[src/rtl/decode_execute_stage_reg.sv]
// decode_execute_stage_reg: elastic Decode->Execute pipeline register.
// The main register M drives the outputs. The skid register S absorbs one
// extra beat, so InReady can come straight from a flop.
// Occupancy is held in the validity bits {mv_q, sv_q}: EMPTY, ONE or FULL.
// The optional performance counters are built only when the macro
// DEC_EX_PERF_CNT_EN is defined. Otherwise StallCount and BubbleCount are tied to 0.
// Handshake: a beat transfers on an edge where valid & ready are both high.
// The producer holds valid/payload until it transfers. Flush squashes held
// beats and overrides any same-cycle transfer.
module decode_execute_stage_reg #(
    parameter int DATA_WIDTH     = 32,
    parameter int REG_ADDR_WIDTH = 5,
    parameter int ALU_CTRL_WIDTH = 4,
    parameter int CNT_WIDTH      = 16
) (
    input  logic                      Clk,
    input  logic                      Rst,
    input  logic                      Flush,
    input  logic                      InValid,
    output logic                      InReady,
    input  logic [DATA_WIDTH-1:0]     ReadData1In,
    input  logic [DATA_WIDTH-1:0]     ReadData2In,
    input  logic [DATA_WIDTH-1:0]     SignExtendIn,
    input  logic [DATA_WIDTH-1:0]     PCAddrIn,
    input  logic [REG_ADDR_WIDTH-1:0] rtIn,
    input  logic [REG_ADDR_WIDTH-1:0] rdIn,
    input  logic                      BranchIn,
    input  logic                      RegDstIn,
    input  logic                      ALUSrcIn,
    input  logic [ALU_CTRL_WIDTH-1:0] ALUControlIn,
    output logic                      OutValid,
    input  logic                      OutReady,
    output logic [DATA_WIDTH-1:0]     ReadData1Out,
    output logic [DATA_WIDTH-1:0]     ReadData2Out,
    output logic [DATA_WIDTH-1:0]     SignExtendOut,
    output logic [DATA_WIDTH-1:0]     PCAddrOut,
    output logic [REG_ADDR_WIDTH-1:0] rtOut,
    output logic [REG_ADDR_WIDTH-1:0] rdOut,
    output logic                      BranchOut,
    output logic                      RegDstOut,
    output logic                      ALUSrcOut,
    output logic [ALU_CTRL_WIDTH-1:0] ALUControlOut,
    output logic [CNT_WIDTH-1:0]      StallCount,
    output logic [CNT_WIDTH-1:0]      BubbleCount
);

    localparam int PW = 4 * DATA_WIDTH + 2 * REG_ADDR_WIDTH + 3 + ALU_CTRL_WIDTH;

    // Occupancy encodings of {mv, sv}. The value 2'b01 is illegal.
    localparam logic [1:0] ST_EMPTY = 2'b00;
    localparam logic [1:0] ST_ONE   = 2'b10;
    localparam logic [1:0] ST_FULL  = 2'b11;

    logic          mv_q, mv_d;
    logic          sv_q, sv_d;
    logic          in_ready_q, in_ready_d;
    logic [PW-1:0] m_q, m_d;
    logic [PW-1:0] s_q, s_d;
    logic [PW-1:0] in_beat;
    logic          accept;
    logic          consume;

    logic          branch_m, regdst_m, alusrc_m;
    logic [ALU_CTRL_WIDTH-1:0] aluctrl_m;

    assign in_beat = {ReadData1In, ReadData2In, SignExtendIn, PCAddrIn,
                      rtIn, rdIn, BranchIn, RegDstIn, ALUSrcIn, ALUControlIn};

    assign accept  = InValid & in_ready_q;
    assign consume = mv_q & OutReady;

    // Next-state and payload steering for the two-entry buffer.
    always_comb begin
        mv_d = mv_q;
        sv_d = sv_q;
        m_d  = m_q;
        s_d  = s_q;
        if (Flush) begin
            mv_d = 1'b0;
            sv_d = 1'b0;
        end else begin
            case ({mv_q, sv_q})
                ST_EMPTY: begin
                    if (accept) begin
                        mv_d = 1'b1;
                        m_d  = in_beat;
                    end
                end
                ST_ONE: begin
                    if (accept && consume) begin
                        m_d = in_beat;
                    end else if (accept) begin
                        sv_d = 1'b1;
                        s_d  = in_beat;
                    end else if (consume) begin
                        mv_d = 1'b0;
                    end
                end
                ST_FULL: begin
                    if (consume) begin
                        sv_d = 1'b0;
                        m_d  = s_q;
                    end
                end
                default: begin
                    // Illegal encoding: recover to EMPTY.
                    mv_d = 1'b0;
                    sv_d = 1'b0;
                end
            endcase
        end
        in_ready_d = ~sv_d;
    end

    // State and payload registers with asynchronous reset.
    always_ff @(posedge Clk or posedge Rst) begin
        if (Rst) begin
            mv_q       <= 1'b0;
            sv_q       <= 1'b0;
            in_ready_q <= 1'b1;
            m_q        <= '0;
            s_q        <= '0;
        end else begin
            mv_q       <= mv_d;
            sv_q       <= sv_d;
            in_ready_q <= in_ready_d;
            m_q        <= m_d;
            s_q        <= s_d;
        end
    end

    assign InReady  = in_ready_q;
    assign OutValid = mv_q;

    assign {ReadData1Out, ReadData2Out, SignExtendOut, PCAddrOut,
            rtOut, rdOut, branch_m, regdst_m, alusrc_m, aluctrl_m} = m_q;

    // Controls are gated by validity, so an empty stage presents a NOP.
    assign BranchOut     = branch_m & mv_q;
    assign RegDstOut     = regdst_m & mv_q;
    assign ALUSrcOut     = alusrc_m & mv_q;
    assign ALUControlOut = aluctrl_m & {ALU_CTRL_WIDTH{mv_q}};

`ifdef DEC_EX_PERF_CNT_EN
    localparam logic [CNT_WIDTH-1:0] CNT_ONE = {{(CNT_WIDTH-1){1'b0}}, 1'b1};

    logic [CNT_WIDTH-1:0] stall_cnt_q, stall_cnt_d;
    logic [CNT_WIDTH-1:0] bubble_cnt_q, bubble_cnt_d;

    // Saturating stall and bubble counters.
    always_comb begin
        stall_cnt_d  = stall_cnt_q;
        bubble_cnt_d = bubble_cnt_q;
        if (mv_q && !OutReady && (stall_cnt_q != '1)) begin
            stall_cnt_d = stall_cnt_q + CNT_ONE;
        end
        if (!mv_q && (bubble_cnt_q != '1)) begin
            bubble_cnt_d = bubble_cnt_q + CNT_ONE;
        end
    end

    // Counter registers. They clear only on reset.
    always_ff @(posedge Clk or posedge Rst) begin
        if (Rst) begin
            stall_cnt_q  <= '0;
            bubble_cnt_q <= '0;
        end else begin
            stall_cnt_q  <= stall_cnt_d;
            bubble_cnt_q <= bubble_cnt_d;
        end
    end

    assign StallCount  = stall_cnt_q;
    assign BubbleCount = bubble_cnt_q;
`else
    assign StallCount  = '0;
    assign BubbleCount = '0;
`endif

endmodule
[config.mk]
export PLATFORM = sky130hd
export DESIGN_NAME = decode_execute_stage_reg
export DESIGN_NICKNAME = d
export VERILOG_FILES = /design/src/rtl/decode_execute_stage_reg.sv
export SDC_FILE = /design/constraint.sdc
export NUM_CORES = 1
export LEC_CHECK = 0
export ABC_AREA = 1
export CAP_MARGIN = 20
export CORE_MARGIN = 4
export CORE_UTILIZATION = 58
export DETAILED_ROUTE_END_ITERATION = 8
export DONT_BUFFER_PORTS = 1
export PLACE_DENSITY_LB_ADDON = 0.3
export SLEW_MARGIN = 15
export SYNTH_ARGS = -nofsm -noshare
export SYNTH_HDL_FRONTEND = slang
export SYNTH_SLANG_ARGS = --single-unit
[constraint.sdc]
create_clock -name Clk -period 9 [get_ports Clk]
set_input_delay 1.35 -clock Clk [delete_from_list [all_inputs] [get_ports Clk]]
set_output_delay 1.35 -clock Clk [all_outputs]
set_load 0.03 [all_outputs]
# Word level (Yosys, flattened, before mapping)
# Index checks and enable logic that the tools add are counted.
# classes
n_eq_ne	10
muxes	15
bitwise	9
n_reduce_logical	6
# op_table
operator	n
145-bit 2-to-1 mux	3
145-bit one-hot mux with 3 select lines	1
3-bit inequality test (second input constant)	4
5-bit AND reduction	2
1-bit 2-to-1 mux	9
2-bit inequality test (second input constant)	4
1-bit one-hot mux with 3 select lines	2
1-bit AND	5
4-bit AND	1
2-bit == test (second input constant)	2
4-bit AND reduction	1
1-bit NOT	3
3-bit nonzero test	1
2-bit logical NOT	1
1-bit logical AND	1
# totals
ff_bits	293
input_bits	150
output_inout_bits	179
elab_cells	45

# Depth between registers and ports, before layout
# logic_depth
ltp_word	6
ltp_mapped	9
ltp_nobuf	7

# Least setup slack after synthesis
# No wires, ideal clock.
# synth_timing
path_kind	flip-flop to output port
startpoint	register mv_q, in the netlist OutValid
endpoint	output port ALUControlOut[0]
t_arrival_ps	1365
path_slack_ps	6285
stages_incl_launch_ff	6
cell_sequence	dfrtp_1 > buf_2 > buf_2 > buf_2 > nand2_1 > inv_1
# synth_via
elab_chain_len	1
# synth_lines
item	line_no	source
from (decl)	54	logic mv_q, mv_d;
from (signal assigned)	124	mv_q <= mv_d;
4-bit AND	142	assign ALUControlOut = aluctrl_m & {ALU_CTRL_WIDTH{mv_q}};
to (decl)	42	output logic [ALU_CTRL_WIDTH-1:0] ALUControlOut,
# Every way passes these cells.

# Final worst setup path
# layout_timing
startpoint	register mv_q, in the netlist OutValid
endpoint	output port RegDstOut
# layout_via
elab_chain_len	1
# layout_lines
item	line_no	source
1-bit AND	140	assign RegDstOut = regdst_m & mv_q;
to (decl)	40	output logic RegDstOut,
# Every way passes these cells.

==> qor.txt <==
Root Buffer - clkbuf_16
dominant cell type by area after synthesis - dfrtp_1
number of nets in the final layout - 1831
Yosys reg bits - 293
clock skew - 0.0109 ns
PnR worst setup slack - 4.99 ns
RePlAce Congestion - 0.799
WP data required - 7.65 ns
hold_buf cts - 0
row count - 58
Die Width - 167 um
status - complete, no violations
Filler cells - 2271
Pleak - 8.08 nW
Post-CTS Resized - 0
Worst-Skew Late Latency - 0.55 ns
CP Capture Type - output pin
first-pass GRT wire length - 59.5 mm
Die Ht - 167 um
initial DRC count - 943
Final ANT Viol Nets - 0
via count - 11200
unrepaired setup endpoints after global routing - false
peak supply drop - 0.000176 V
R2R depth - 9
CTS tree - done
routed len/inst - 18.0 um
post-synth cell types - 16
most frequent cells in the layout - nand2_1, nand3_1, dfrtp_1, inv_1, o21ai_0
final setup TNS - 0 ns
setup bufs post-CTS - 0
final wirelength - 36.6 mm
initial antenna violation count - 0
fin crit share - 44.6%
vias in the first global route - 10900
Pre-antenna DRT Iters - 5
final setup violation count - 0
total track usage - 25.5%
fraction of layout cells with a size suffix above 1 - 4.23%
DRC - 0
Worst Hold Depth - 2
Synthesis Warnings - 0
total grt overflow - 0
die area - 28000 sq um
DR vias/cell - 5.52
critical setup path kind - reg2out
largest net degree at the start of global routing - 164
number of CTS-inserted buffers - 31
CTS max path bufs - 3
IO Count - 329
critical path peak fanout - 64
power density over cell area - 312 nW/um^2
register area share after synthesis - 49.8%
Max-cap violations - 0
initial core utilization - 58.7%
DPL Wire Length - 21.7 mm
core area - 25100 sq um
commonest non-fill, non-tap cell in the layout - nand2_1
Ant. Diodes - 0
worst slew pin tran - 1.12 ns
Worst EP arrival - 2.66 ns
Slew Viols, Final - 0
Post-Syn Area per Cell - 7.73 sq um
cell area after synthesis - 14700 sq um
top cells by area, synth - dfrtp_1, nand2_1, nand3_1
H-tree depth - 1
Layout area overhead - -1.08%
Final Hold Viols - 0
top cell type's share of synthesized area - 49.6%
Slew headroom - 25.5%
fmax - 0.249 GHz
pre-CTS setup slack - 4.43 ns
Hold WC Path Type - reg2reg
Mapped Cells - 1906
minimum clock period - 4.01 ns
Startpoint Class - flop
Port Buffer Count - 0
Clock transition at path regs - 0.06 ns
Clock Sink Count - 293
## through the flow
stage               area, sq um  hold WS [ns]  power [mW]  instances  util (%)
finish                    14600         0.469        4.55       2032      58.1
global route              14600         0.483        4.82       2032      58.1
CTS                       14500         0.473        4.58       2029      57.8
detailed placement        13500         0.459        3.30       1975      53.8
global placement          13500         0.453        3.25       1975      53.8
floorplan                 14900         0.442        3.37       1937         -
## final timing paths
path | start | slack (ns) | to
max | OutValid$_DFFE_PP0P_ | 4.99 | RegDstOut
min | s_q[44]$_DFFE_PP0P_ | 0.47 | s_q[44]$_DFFE_PP0P_
max reg2reg | InReady$_DFF_PP1_ | 5.52 | m_q[51]$_DFFE_PP0P_
min reg2reg | s_q[44]$_DFFE_PP0P_ | 0.47 | s_q[44]$_DFFE_PP0P_
max in group asynchronous | Rst | 6.55 | m_q[96]$_DFFE_PP0P_
min in group asynchronous | Rst | 0.89 | s_q[0]$_DFFE_PP0P_
## cell type report
type                            instances  area, sq um  share of cell area, %
Multi-Input combinational cell       1288         5440                   37.3
Clock buffer                           49          913                   6.27
Tap cell                              330          413                   2.83
Timing Repair Buffer                   17          185                   1.27
Clock inverter                          5          100                  0.687
Sequential cell                       293         7340                   50.4
Inverter                               50          191                   1.31
## power breakdown
| part | switching (mW) | internal, mW |
|---|---|---|
| combinational | 0.497 | 0.238 |
| sequential | 0.750 | 1.79 |
| clock | 0.504 | 0.773 |
| total | 1.75 | 2.80 |
## flip-flops by register name, summed over array words and instances (netlist names)
register and flops:
m_q 145, sv_q 1, s_q 145, OutValid 1
InReady 1
## metal layers
metal / global-route usage, % / wire length, um
met1: 33.9 / 14600
met2: 39.6 / 16800
met3: 8.97 / 3990
met4: 7.76 / 1160
met5: 0 / 0
## synth_stat cells
cell type  instances
buf_4            175
nor2_1            40
nand2_1          777
buf_6              6
a21oi_1           38
nand3_1          361
inv_2              1
buf_1              4
buf_2             78
conb_1             1
inv_1             49
dfstp_2            1
dfrtp_1          292
nand2_2            1
o21ai_0           39
clkbuf_1          43
## cell families (layout without fill, tap and decap cells)
group | count (synthesis) | count (layout) | synth area share (%)
buffers and inverters | 356 | 121 | 14.5
other | 1 | 32 | 0.0254
AND/OR/NAND/NOR | 1179 | 1179 | 33.1
AO/OA/AOI/OAI | 77 | 77 | 2.61
flip-flops | 293 | 293 | 49.8
## critical path, cell delays in order, from the launching register on
cell,delay (ns)
dfrtp_4,0.93
buf_4,0.72
nand2_1,0.15
inv_1,0.25
(Power assumes the default switching activity.)
